**src/rtl/wb_commit.sv**
```systemverilog
// Writeback/commit: registers both lane bundles, orders them by tag, drops older write on same-rd collision.
// Latency: 1 cycle capture -> write ports/forwarding valid next cycle. Optional WB_INSTRET_EN adds instret.
// Backpressure: stop/flush capture a bubble; upstream holds its outputs, so each instruction commits once.
module wb_commit #(
    parameter int DATA_W = 32,
    parameter int ADDR_W = 5,
    parameter int RFW_W  = 2 + ADDR_W + DATA_W
) (
    input  logic              clk,
    input  logic              rst_n,
    input  logic              stop,
    input  logic              flush,
    input  logic              l0_v,
    input  logic              l0_num,
    input  logic [RFW_W-1:0]  l0_rfw,
    input  logic              l1_v,
    input  logic              l1_num,
    input  logic [RFW_W-1:0]  l1_rfw,
    output logic              wp0_we,
    output logic [ADDR_W-1:0] wp0_addr,
    output logic [DATA_W-1:0] wp0_data,
    output logic              wp1_we,
    output logic [ADDR_W-1:0] wp1_addr,
    output logic [DATA_W-1:0] wp1_data,
    output logic [RFW_W-1:0]  fwd0,
    output logic [RFW_W-1:0]  fwd1,
    output logic [1:0]        retire_cnt,
    output logic              num_err
`ifdef WB_INSTRET_EN
    ,
    output logic [63:0]       instret
`endif
);

    typedef struct packed {
        logic              we;
        logic              c;
        logic [ADDR_W-1:0] addr;
        logic [DATA_W-1:0] data;
    } rfw_t;

    logic cap_v0, cap_v1, cap_n0, cap_n1;
    rfw_t cap_b0, cap_b1;

    always_ff @(posedge clk or negedge rst_n) begin
        if (!rst_n) begin
            cap_v0 <= 1'b0;
            cap_v1 <= 1'b0;
            cap_n0 <= 1'b0;
            cap_n1 <= 1'b0;
            cap_b0 <= '0;
            cap_b1 <= '0;
        end else if (flush || stop) begin
            cap_v0 <= 1'b0;
            cap_v1 <= 1'b0;
            cap_n0 <= 1'b0;
            cap_n1 <= 1'b0;
            cap_b0 <= '0;
            cap_b1 <= '0;
        end else begin
            cap_v0 <= l0_v;
            cap_v1 <= l1_v;
            cap_n0 <= l0_num;
            cap_n1 <= l1_num;
            cap_b0 <= rfw_t'(l0_rfw);
            cap_b1 <= rfw_t'(l1_rfw);
        end
    end

    // Tag mismatch detection is gated by stop so a held pair is judged only once it is really captured.
    always_ff @(posedge clk or negedge rst_n) begin
        if (!rst_n) begin
            num_err <= 1'b0;
        end else if (!stop && l0_v && l1_v && (l0_num == l1_num)) begin
            num_err <= 1'b1;
        end
    end

    logic old_is_l1;
    logic old_v, young_v;
    rfw_t old_b, young_b;
    logic old_en, young_en, collide;
    rfw_t fwd0_b, fwd1_b;

    // A lone valid lane always lands on port 0; equal tags fall back to lane 0 as older.
    assign old_is_l1 = cap_v1 & (~cap_v0 | (cap_n0 & ~cap_n1));

    always_comb begin
        old_v   = cap_v0;
        young_v = cap_v1;
        old_b   = cap_b0;
        young_b = cap_b1;
        if (old_is_l1) begin
            old_v   = cap_v1;
            young_v = cap_v0;
            old_b   = cap_b1;
            young_b = cap_b0;
        end
    end

    assign old_en   = old_v & old_b.we & old_b.c & (|old_b.addr);
    assign young_en = young_v & young_b.we & young_b.c & (|young_b.addr);
    assign collide  = old_en & young_en & (old_b.addr == young_b.addr);

    assign wp0_we   = old_en & ~collide;
    assign wp0_addr = old_b.addr;
    assign wp0_data = old_b.data;
    assign wp1_we   = young_en;
    assign wp1_addr = young_b.addr;
    assign wp1_data = young_b.data;

    always_comb begin
        fwd0_b    = old_b;
        fwd1_b    = young_b;
        fwd0_b.we = old_b.we & old_v & ~collide;
        fwd1_b.we = young_b.we & young_v;
    end

    assign fwd0       = fwd0_b;
    assign fwd1       = fwd1_b;
    assign retire_cnt = {1'b0, cap_v0} + {1'b0, cap_v1};

`ifdef WB_INSTRET_EN
    always_ff @(posedge clk or negedge rst_n) begin
        if (!rst_n) begin
            instret <= 64'd0;
        end else begin
            instret <= instret + 64'(retire_cnt);
        end
    end
`endif

endmodule
```
**config.mk**
```make
export PLATFORM = sky130hd
export DESIGN_NAME = wb_commit
export DESIGN_NICKNAME = d
export VERILOG_FILES = /design/src/rtl/wb_commit.sv
export SDC_FILE = /design/constraint.sdc
export NUM_CORES = 1
export LEC_CHECK = 0
export BUFFER_PORTS_ARGS = -buffer_cell sky130_fd_sc_hd__buf_2
export CAP_MARGIN = 20
export CORE_UTILIZATION = 45
export DETAILED_ROUTE_END_ITERATION = 12
export PLACE_DENSITY = 0.88
export SLEW_MARGIN = 5
export SYNTH_ARGS = -nofsm -noshare
export SYNTH_HDL_FRONTEND = slang
export SYNTH_SLANG_ARGS = --single-unit
```
**constraint.sdc**
```tcl
create_clock -name clk -period 1.89 [get_ports clk]
set_input_delay 0.0945 -clock clk [delete_from_list [all_inputs] [get_ports clk]]
set_output_delay 0.0945 -clock clk [all_outputs]
set_load 0.02 [all_outputs]
```
## Word-level counts from Yosys, hierarchy flattened

Index checks and enable logic that the tools add are counted.

| storage, ports and cells | value |
|---|---|
| logic and storage cells | 49 |
| register bits after elaboration | 83 |
| input port bits | 86 |
| output and inout bits | 157 |

| cells by class | value |
|---|---|
| add/sub/neg operators | 1 |
| muxes and demuxes | 10 |
| bitwise operators | 16 |
| reductions and logical operators | 7 |
| eq/ne operators | 2 |

Operators by type and width:

| kind | count |
|---|---|
| 39-bit 2-to-1 mux | 4 |
| 1-bit bitwise AND | 12 |
| 5-bit OR reduction | 2 |
| 1-bit 2-to-1 mux | 6 |
| 5-bit == test | 1 |
| 1-bit logical AND | 3 |
| 1-bit inverter | 3 |
| 1-bit by 1-bit adder with 2-bit output | 1 |
| 1-bit == test | 1 |
| 1-bit logical NOT | 1 |
| 1-bit logical OR | 1 |
| 1-bit OR | 1 |

## Longest topological paths before layout

Gate-level depths: netlist (run 1).

| depth | value |
|---|---|
| depth in word-level cells | 12 |
| gate-level depth with buffers | 5 |
| depth with buffers taken out | 4 |

## Worst setup path before layout (run 1)

Ideal clock, no wire load.

| timing path | value |
|---|---|
| path type | register to output |
| from | register cap_n0 |
| to | output port wp0_we |
| stages on the path, launching flop included | 6 |
| data arrival time | 1.636 ns |
| setup slack | 0.159 ns |
| buffers on the path | 1 |
| cells stage by stage | dfrtp_1 > nor2b_1 > o21ai_2 > buf_2 > mux2_1 > a211oi_2 |

| on the way | value |
|---|---|
| word-level cells in the longest chain between the ends | 11 |
| elaborated cells between the ends (all ways) | 20 |
| classes of those cells | eq/ne (1); mux (4); bitwise (13); reduce/logical (2) |

Ends and longest elaborated chain:

| item | RTL line | text |
|---|---|---|
| from (decl) | 42 | `logic cap_v0, cap_v1, cap_n0, cap_n1;` |
| from (signal assigned) | 63 | `cap_n0 <= l0_num;` |
| 1-bit bitwise AND (*) | 86 | `assign old_is_l1 = cap_v1 & (~cap_v0 \| (cap_n0 & ~cap_n1));` |
| 1-bit OR (*) | 86 |  |
| 1-bit bitwise AND (*) | 86 |  |
| 39-bit 2-to-1 mux or 1-bit 2-to-1 mux (tied branches) | 93 | `if (old_is_l1) begin` |
| 1-bit bitwise AND (on tied branches) (3 in a row) | 101, 102 |  |
| 1-bit bitwise AND (2 in a row) | 103 | `assign collide = old_en & young_en & (old_b.addr == young_b.addr);` |
| 1-bit inverter | 105 | `assign wp0_we = old_en & ~collide;` |
| 1-bit bitwise AND (*) | 105 |  |
| to (decl) | 19 | `output logic wp0_we,` |

Mark *: on every way between the ends. The rest lies on a longest branch, timed or not.

## Worst setup path after layout (run 1)

| timing path | value |
|---|---|
| from | register cap_b1[35] in the netlist's numbering |
| to | output port fwd0[38] |

| on the way | value |
|---|---|
| word-level cells in the longest chain between the ends | 7 |
| elaborated cells between the ends (all ways) | 11 |
| classes of those cells | eq/ne (1); mux (2); bitwise (6); reduce/logical (2) |

Ends and longest elaborated chain:

| item | RTL line | text |
|---|---|---|
| from (decl) | 43 | `rfw_t cap_b0, cap_b1;` |
| from (signal assigned) | 66 | `cap_b1 <= rfw_t'(l1_rfw);` |
| 39-bit 2-to-1 mux | 93 |  |
| 5-bit OR reduction (on tied branches) | 101, 102 |  |
| 1-bit bitwise AND (on tied branches) | 101, 102 |  |
| 1-bit bitwise AND | 103 |  |
| 1-bit bitwise AND (*) | 103 |  |
| 1-bit inverter (*) | 115 | `fwd0_b.we = old_b.we & old_v & ~collide;` |
| 1-bit bitwise AND (*) | 115 |  |
| to (decl) | 25 | `output logic [RFW_W-1:0] fwd0,` |

Marks and branches as above.

==> flow_metrics.env, run 1 <==
export IMPL_avgSynthCellArea_um2=12.0
export IMPL_finalClockSkew_ns=0
export IMPL_grt_pass1_wl_mm=20.5
export IMPL_worstPathRequired_ns=1.80
export IMPL_ys_dominant_reg_cell="dfrtp_1"
export IMPL_status="finished with violations"
export IMPL_violations="negative setup slack"
export IMPL_seq_area_frac_synth_pct=47.8
export IMPL_netlist_area_leader_share_pct=47.8
export IMPL_fmax_ghz=0.473
export IMPL_fin_ws_ns=-0.224
export IMPL_start_util_pct=46.8
export IMPL_nets=724
export IMPL_yosysTopAreaCell="dfrtp_1"
export IMPL_stdcell_area_um2=7390
export IMPL_die_width_um=100
export IMPL_drtAntennaViolNets=0
export IMPL_start_kind="flip-flop"
export IMPL_h_tree_depth=3
export IMPL_cts_buffer_depth=2
export IMPL_place_area_um2=5190
export IMPL_final_cells=768
export IMPL_io_pins=243
export IMPL_layout_min_cycle_time_ns=2.11
export IMPL_peakVddDrop_mv=0.381
export IMPL_worst_slew_pin_slew_ns=0.582
export IMPL_ys_warn_count=0
export IMPL_die_area_um2=10000
export IMPL_whs_endpoint="cap_b0[2]"
export IMPL_clkSinkCount=83
export IMPL_grt_pass1_vias=4037
export IMPL_cts_buffers=9
export IMPL_drc=0
export IMPL_antenna_found_initial=0
export IMPL_arrival_ns=2.02
export IMPL_setup_violations_final=148
export IMPL_first_iter_violations=61
export IMPL_p_leak_uw=0.00397
export IMPL_min_path_cells=4
export IMPL_clock_latency_ns=0.35
export IMPL_rsz0062_at_grt="yes"
export IMPL_dp_cells=647
export IMPL_synth_edf_count=0
export IMPL_crit_fanout=3
export IMPL_r2r_setup_slack_ns=0.69
export IMPL_cts_tree="done"
export IMPL_grt_max_degree=83
export IMPL_reg2reg_from="num_err"
export IMPL_synth_nets=451
export IMPL_areaGrowthSynthToFinish_pct=70.2
export IMPL_holdCritStartpoint="flush"
export IMPL_avgRoutedWirePerCell_um=19.8
export IMPL_crit_type="reg -> out"
export IMPL_rows=35
export IMPL_synth_area_um2=4340
export IMPL_end_kind="primary output"
export IMPL_yosys_top_cells_area="dfrtp_1, mux2_2, buf_4"
export IMPL_place_congestion=0.782
export IMPL_post_place_ws_ns=0.160
export IMPL_place_hpwl_mm=6.94
export IMPL_vias_per_cell=4.87
export IMPL_core_area_um2=9280
export IMPL_async_flop_share_pct=100
export IMPL_clockRootBuffer="clkbuf_8"
export IMPL_powerDensity_nw_per_um2=583
export IMPL_antennaDiodeCount=0
export IMPL_worstReg2RegEnd="num_err"
export IMPL_die_y_um=100
export IMPL_finalWirelength_mm=15.2
export IMPL_gr_total_overflow=0
export IMPL_final_layout_size_suffix_gt1_share_pct=57.4
export IMPL_portBuffers=242
export IMPL_synthDistinctLibCells=23
export IMPL_path_clk_slew_ns=0.10
export IMPL_fin_crit_sh_pct=112
export IMPL_slew_viol_final=0
export IMPL_vias=3742
export IMPL_ys_ff_latch=83
export IMPL_hp_class="in -> reg"
export IMPL_hold_viol=0
export IMPL_drv_cap=0
export IMPL_maxSlewHeadroom_pct=61.2
export IMPL_grt_usage_pct=27.3
export IMPL_worstRegToRegCells=2
export IMPL_first_pass_iters=4
export IMPL_netlist_instances=362
-- area by class of cell --
type | instances | area, um2
Clock buffer | 11 | 131
Clock inverter | 4 | 52.6
Fill cell | 504 | 1890
Inverter | 2 | 7.51
Multi-Input combinational cell | 187 | 1860
Sequential cell | 83 | 2080
Tap cell | 129 | 161
Timing Repair Buffer | 352 | 3100
-- where the power goes --
group | internal (uW) | total, uW | switching, uW | leakage, uW
logic | 618 | 1170 | 547 | 0.00278
clock network | 605 | 1250 | 643 | 0.0000816
registers | 1840 | 1890 | 50.7 | 0.00111
-- registers in the layout (all words and copies together), names as in the netlist --
register,count
num_err,1
cap_b0,39
cap_v0,1
cap_n1,1
cap_n0,1
cap_v1,1
cap_b1,39
-- worst max-delay path by stage --
stage          startpoint       end  slack [ns]  cells after the start
2_1_floorplan      cap_n0    wp0_we        0.16                      5
3_3_place_gp   cap_b1[35]    wp0_we        0.20                      5
3_5_place_dp   cap_b1[35]    wp0_we        0.16                      5
4_1_cts        cap_b0[35]    wp0_we       -0.18                      5
5_1_grt        cap_b1[33]    wp0_we       -0.26                      5
6_report       cap_b1[35]  fwd0[38]       -0.22                      5
-- cell usage in the layout, fill, tap and decap left out, types with 2 or more instances in the layout --
| cell | count |
|---|---|
| clkbuf_8 | 9 |
| mux2_2 | 27 |
| buf_6 | 99 |
| xnor2_1 | 2 |
| buf_16 | 2 |
| dfrtp_1 | 83 |
| clkbuf_1 | 2 |
| clkinvlp_4 | 3 |
| and2_1 | 83 |
| mux2i_1 | 2 |
| o211ai_4 | 2 |
| ha_1 | 3 |
| buf_4 | 10 |
| clkbuf_16 | 4 |
| or4_4 | 2 |
| buf_12 | 9 |
| buf_2 | 142 |
| dlygate4sd3_1 | 85 |
| xor2_1 | 4 |
| mux2_4 | 49 |
| a211oi_2 | 2 |
-- synthesized netlist by cell type, types with 2 or more instances --
library cell / instances
a211oi_2: 2
and2_1: 83
buf_2: 8
buf_4: 74
clkbuf_1: 8
dfrtp_1: 83
ha_1: 3
mux2_2: 76
mux2i_1: 3
nor2_1: 2
nor2b_1: 2
o211ai_2: 2
or4_4: 2
xnor2_1: 2
xor2_1: 4
-- layer usage --
layer	part of all wire (%)	GRT usage, %	wire length [um]
met3	5.3	6.48	809
met1	36	28.3	5500
met5	0	0	0
met4	2.3	12.8	352
met2	56	51.7	8510
-- worst max-delay path, stage by stage, from the launching register on --
cell      delay, ns
dfrtp_1        0.39
or4_4          0.56
o211ai_4       0.22
nor2_1         0.10
a211oi_2       0.22
buf_4          0.19
-- metrics by stage --
stage / util (%) / hold slack (ns) / total power [uW] / setup TNS, ns
after global placement: 55.9 / 0.103 / 2630 / 0
after detailed placement: 55.9 / 0.121 / 2650 / 0
after CTS: 75.6 / 0.280 / 4180 / -14.85
after global routing: 79.6 / 0.290 / 4480 / -21.10
after floorplan: - / -0.201 / 2440 / 0
final: 79.6 / 0.288 / 4310 / -9.19
-- timing repair --
| item | 4_1_cts | 5_1_grt |
|---|---|---|
| pin swaps | 5 | 2 |
| setup buffers | 12 | 4 |
| hold endpoints to repair | 126 | 0 |
| gates resized for setup | 144 | 122 |
| setup endpoints to repair | 153 | 154 |
| hold buffers | 85 | 0 |
| gates cloned | 8 | 4 |
-- kinds of logic after synthesis --
group / count (synthesis) / synth area share [%]
buffers and inverters: 92 / 14.6
AND/OR/NAND/NOR: 92 / 13.3
flip-flops: 83 / 47.8
multiplexers: 80 / 20.7
AO/OA/AOI/OAI: 6 / 1.53
XOR/XNOR: 6 / 1.21
adder cells (fa/ha/maj): 3 / 0.864
Note: power is estimated with default switching activity, not from simulation.
==> run 2: changes to the inputs <==
--- a/config.mk
+++ b/config.mk
@@ -7,9 +7,11 @@
 export LEC_CHECK = 0
 export BUFFER_PORTS_ARGS = -buffer_cell sky130_fd_sc_hd__buf_2
 export CAP_MARGIN = 20
-export CORE_UTILIZATION = 45
+export CELL_PAD_IN_SITES_DETAIL_PLACEMENT = 2
+export CELL_PAD_IN_SITES_GLOBAL_PLACEMENT = 2
+export CORE_UTILIZATION = 26
 export DETAILED_ROUTE_END_ITERATION = 12
-export PLACE_DENSITY = 0.88
+export PLACE_DENSITY = 0.87
 export SLEW_MARGIN = 5
 export SYNTH_ARGS = -nofsm -noshare
 export SYNTH_HDL_FRONTEND = slang
==> run 2 against run 1 <==
- the flow still finishes with violations (negative setup slack)
- combinational power about the same
- global-route usage decreased by 6.7 points
- via count shrank 1.1%
- critical endpoint is now wp0_we
- largest power group unchanged
==> flow_metrics.env, run 2 (synthesis gave the netlist of run 1 again) <==
export IMPL_start_kind="flip-flop"
export IMPL_fmax_ghz=0.459
export IMPL_cts_tree="done"
export IMPL_comb_power_share_pct=24.5
export IMPL_grt_max_degree=83
export IMPL_nets=724
export IMPL_crit_family="simple AND/OR/NAND/NOR gates"
export IMPL_critPathMaxStageDelay_ns=0.56
export IMPL_die_area_um2=17200
export IMPL_finalWirelength_mm=19.0
export IMPL_final_cell_mix="buf_2, buf_6, dfrtp_1"
export IMPL_setup_violations_final=154
export IMPL_first_pass_iters=3
export IMPL_final_layout_size_suffix_gt1_share_pct=58.4
export IMPL_final_common_cell="buf_2"
export IMPL_fin_crit_sh_pct=115
export IMPL_drtAntennaViolNets=0
export IMPL_areaGrowthSynthToFinish_pct=76.7
export IMPL_end_kind="primary output"
export IMPL_antenna_found_initial=4
export IMPL_p_seq_share_pct=38.8
export IMPL_grt_usage_pct=20.6
export IMPL_fin_ws_ns=-0.291
export IMPL_crit_fanout=3
export IMPL_h_tree_depth=3
export IMPL_worst_slew_pin_slew_ns=0.628
export IMPL_cts_buffers=9
export IMPL_die_y_um=131
export IMPL_portBuffers=242
export IMPL_clockRootBuffer="clkbuf_16"
export IMPL_slew_viol_final=0
export IMPL_die_width_um=131
export IMPL_timing_hold_ws_ns=0.0292
export IMPL_layout_min_cycle_time_ns=2.18
export IMPL_avgRoutedWirePerCell_um=22.0
export IMPL_path_clk_slew_ns=0.06
export IMPL_p_leak_uw=0.00408
export IMPL_clock_latency_ns=0.34
export IMPL_rows=46
export IMPL_path_cells="or4_4, o211ai_4, mux2i_2, a211oi_2, buf_4"
export IMPL_vias_per_cell=4.30
export IMPL_start_util_pct=26.9
export IMPL_grt_pass1_vias=4542
export IMPL_drv_cap=0
export IMPL_clkSinkCount=83
export IMPL_crit_type="reg -> out"
export IMPL_maxSlewHeadroom_pct=58.1
export IMPL_cts_buffer_depth=2
export IMPL_reg_top3="cap_b0 x39, cap_b1 x39"
export IMPL_vias=3699
export IMPL_intPower_uw=3530
export IMPL_critPathBufInv=1
export IMPL_violations="negative setup slack"
export IMPL_worstPathRequired_ns=1.80
export IMPL_place_hpwl_mm=9.41
export IMPL_gr_total_overflow=0
export IMPL_cp_slowest_cell="or4_4"
export IMPL_place_congestion=0.782
export IMPL_hp_class="in -> reg"
export IMPL_switchingPower_uw=1370
export IMPL_first_iter_violations=75
export IMPL_io_pins=243
export IMPL_core_area_um2=16100
export IMPL_finalClockSkew_ns=0
export IMPL_powerDensity_nw_per_um2=638
export IMPL_drc=0
export IMPL_arrival_ns=2.09
export IMPL_peakVddDrop_mv=0.389
export IMPL_clockPowerShare_pct=36.7
export IMPL_swShare_pct=27.9
export IMPL_rsz0062_at_grt="yes"
export IMPL_finalPower_uw=4900
export IMPL_hold_viol=0
export IMPL_status="finished with violations"
export IMPL_grt_pass1_wl_mm=26.8
run 2: changes by cell type in the layout (fill, tap and decap cells not counted), moves of 3 or more:
cell           change
diode_2            +4
buf_16             +5
buf_6             -10
clkbuf_16          +9
buf_2              +9
clkbuf_8           -8
dlygate4sd3_1      -3
run 2: layer usage:
layer / vias to the layer above / global-route usage [%] / part of all wire [%]
li1: 1662 / - / -
met3: 32 / 4.36 / 4.3
met1: 1848 / 19.7 / 35
met4: 0 / 7.25 / 2.6
met2: 157 / 42.3 / 59
met5: - / 0 / 0
run 2: final cells by class:
class,count,area [um2]
fill,1607,8440
timing repair buffer,352,3150
sequential,83,2080
multi-input combinational,187,1860
tap,216,270
clock buffer,12,246
clock inverter,4,50.0
antenna,4,10.0
inverter,2,7.51
run 2: stage by stage:
stage	util, %	TNS (ns)	area, um2	setup WS (ns)	instances
after CTS	44.7	-22.39	7200	-0.216	851
final	47.6	-20.17	7670	-0.291	860
after floorplan	-	0	4340	0.159	362
after global routing	47.6	-31.41	7670	-0.382	860
after global placement	32.9	0	5300	0.177	735
after detailed placement	32.9	0	5300	0.104	735
run 2: what timing repair did:
item / in CTS / in global routing
buffers inserted: 9 / 2
endpoints found under the setup margin: 153 / 154
cloned: 9 / 5
hold endpoints to repair: 123 / 0
hold buffers: 82 / 0
gates resized for setup: 136 / 119
pin swaps: 3 / 1
run 2: final timing paths:
kind	from	endpoint	slack, ns	depth (start not counted)
setup reg to reg	num_err	num_err	1.21	1
max in group asynchronous	rst_n	cap_b0[3]	0.90	3
min in group asynchronous	rst_n	cap_b1[22]	0.32	2
hold / removal	l0_num	cap_n0	0.03	2
hold reg to reg	num_err	num_err	0.53	1
setup / recovery	cap_b0[35]	wp0_we	-0.29	5
run 2: power by group through the flow:
| stage | combinational [uW] | clock (uW) | sequential [uW] |
|---|---|---|---|
| after detailed placement | 764 | 0 | 1920 |
| after CTS | 1070 | 1820 | 1890 |
| final | 1200 | 1800 | 1900 |
| after global routing | 1260 | 1920 | 1910 |
| after global placement | 741 | 0 | 1910 |
| after floorplan | 531 | 0 | 1910 |
==> run 3: changes to the inputs <==
==> constraint.sdc (replaced) <==
create_clock -name clk -period 1.89 [get_ports clk]
set_input_delay 0.189 -clock clk [delete_from_list [all_inputs] [get_ports clk]]
set_output_delay 0.189 -clock clk [all_outputs]
set_load 0.02 [all_outputs]
==> run 3 against run 2 <==
- the run still ends with negative setup slack left
- highest routed layer unchanged
- final cell count down 9.0%
- clock power up 7%
- clock skew unchanged
- first-iteration DRC count down 16%
- total power up 2.0%
- critical path type unchanged
- sequential power about the same
- sequential share of layout area up 0.96 points
- fmax down 4.9%
- design area down 3.4%
- hold slack better by 0.022 ns
- via count down 7.7%
- critical path depth unchanged
==> flow_metrics.env, run 3 (synthesis gave the netlist of run 1 again) <==
export IMPL_worstPathRequired_ns=1.70
export IMPL_io_pins=243
export IMPL_m1WireLength_mm=6.17
export IMPL_vias=3415
export IMPL_portBuffers=242
export IMPL_clkSinkCount=83
export IMPL_multi_input_area_um2=1960
export IMPL_first_iter_violations=63
export IMPL_finalPower_uw=4990
export IMPL_cts_buffer_depth=2
export IMPL_status="finished with violations"
export IMPL_rsz0062_at_grt="yes"
export IMPL_final_common_cell="buf_6"
export IMPL_layout_min_cycle_time_ns=2.29
export IMPL_place_hpwl_mm=9.22
export IMPL_start_util_pct=26.9
export IMPL_worst_slew_pin_slew_ns=0.585
export IMPL_clockRootBuffer="clkbuf_16"
export IMPL_finalWirelength_mm=17.4
export IMPL_path_clk_slew_ns=0.06
export IMPL_cts_tree="done"
export IMPL_clock_latency_ns=0.34
export IMPL_core_area_um2=16100
export IMPL_areaGrowthSynthToFinish_pct=70.7
export IMPL_vias_per_cell=4.36
export IMPL_maxSlewHeadroom_pct=61.0
export IMPL_peakVddDrop_mv=0.362
export IMPL_fmax_ghz=0.436
export IMPL_first_pass_iters=3
export IMPL_start_kind="flip-flop"
export IMPL_antennaDiodeCount=0
export IMPL_hold_viol=0
export IMPL_grt_pass1_wl_mm=23.1
export IMPL_finalClockSkew_ns=0
export IMPL_fin_tns_setup_ns=-38.88
export IMPL_crit_type="reg -> out"
export IMPL_drtAntennaViolNets=0
export IMPL_die_width_um=131
export IMPL_antenna_found_initial=0
export IMPL_final_layout_size_suffix_gt1_share_pct=67.5
export IMPL_h_tree_depth=3
export IMPL_place_congestion=0.781
export IMPL_powerDensity_nw_per_um2=673
export IMPL_arrival_ns=2.10
export IMPL_fillers=1579
export IMPL_final_cell_mix="buf_6, buf_2, and2_1, dfrtp_1, mux2_4"
export IMPL_final_util_pct=46.0
export IMPL_cts_buffers=9
export IMPL_dr_max_layer_used="met4"
export IMPL_hp_class="in -> reg"
export IMPL_gr_total_overflow=0
export IMPL_setup_violations_final=154
export IMPL_final_seq_area_um2=2080
export IMPL_wl_met2_mm=10.0
export IMPL_fin_ws_ns=-0.403
export IMPL_violations="negative setup slack"
export IMPL_rows=46
export IMPL_drc=0
export IMPL_die_area_um2=17200
export IMPL_p_leak_uw=0.00393
export IMPL_grt_max_degree=83
export IMPL_grt_usage_pct=18.1
export IMPL_avgRoutedWirePerCell_um=22.2
export IMPL_drv_cap=0
export IMPL_grt_pass1_vias=3959
export IMPL_nets=653
export IMPL_wl_met3_um=724
export IMPL_reg_top3="cap_b0 x39, cap_b1 x39"
export IMPL_timing_hold_ws_ns=0.0514
export IMPL_fin_crit_sh_pct=121
export IMPL_die_y_um=131
export IMPL_slew_viol_final=0
export IMPL_crit_fanout=3
export IMPL_end_kind="primary output"
## run 3: cell count changes in the layout (fill, tap and decap cells not counted), sizes merged
| cell | before | now |
|---|---|---|
| bufinv | 1 | 2 |
| bufbuf | 1 | 0 |
| diode | 4 | 0 |
| clkinv | 1 | 0 |
| buf | 265 | 277 |
| clkinvlp | 2 | 0 |
| clkbuf | 16 | 15 |
| dlygate4sd3 | 82 | 1 |
## run 3: power breakdown
part	switching (uW)	internal (uW)	total (uW)	leakage [uW]
Sequential	54.5	1850	1900	0.00111
Clock	704	1220	1920	0.000155
Combinational	560	611	1170	0.00267
Total	1320	3670	4990	0.00393
## run 3: path summary, 6_finish.rpt
path	end	depth (start not counted)	slack [ns]	startpoint
min in group asynchronous	cap_b1[25]	2	0.39	rst_n
max in group asynchronous	cap_b1[33]	3	0.84	rst_n
worst max-delay path	fwd0[38]	5	-0.40	cap_b1[34]
worst max register to register	num_err	1	1.23	num_err
worst min register to register	num_err	1	0.51	num_err
worst min-delay path	cap_b1[16]	2	0.05	l1_rfw[16]
## run 3: routing by layer
metal  global-route usage [%]  vias to the layer above
met5                        0                        -
met2                     35.6                      157
met4                     7.78                        0
met3                     3.63                       34
li1                         -                     1515
met1                     18.2                     1709
## run 3: timing repair
action                     CTS  global route
gates resized for setup    202           201
setup endpoints to repair  154           154
buffers inserted             9            11
hold endpoints to repair    42             0
pin swaps                    2             2
gates cloned                10             4
hold buffers                 1             0
## run 3: layout make-up
| class | instances | area share (%) |
|---|---|---|
| Timing Repair Buffer | 281 | 37.5 |
| Clock inverter | 2 | 0.810 |
| Tap cell | 216 | 3.64 |
| Multi-Input combinational cell | 187 | 26.5 |
| Sequential cell | 83 | 28.0 |
| Clock buffer | 12 | 3.46 |
| Inverter | 2 | 0.101 |
## run 3: critical path, cell delays in order (launching register included)
cell and delay (ns):
dfrtp_1 0.41, or4_4 0.55, o211ai_4 0.29, nor2_1 0.13
a211oi_2 0.21, buf_4 0.18
## run 3: per-stage QoR
step / setup slack, ns / area, um2 / instances
final: -0.403 / 7410 / 783
after global routing: -0.477 / 7410 / 783
after CTS: -0.319 / 6630 / 771
after detailed placement: 0.0404 / 5320 / 737
after global placement: 0.104 / 5320 / 737
after floorplan: 0.0645 / 4340 / 362
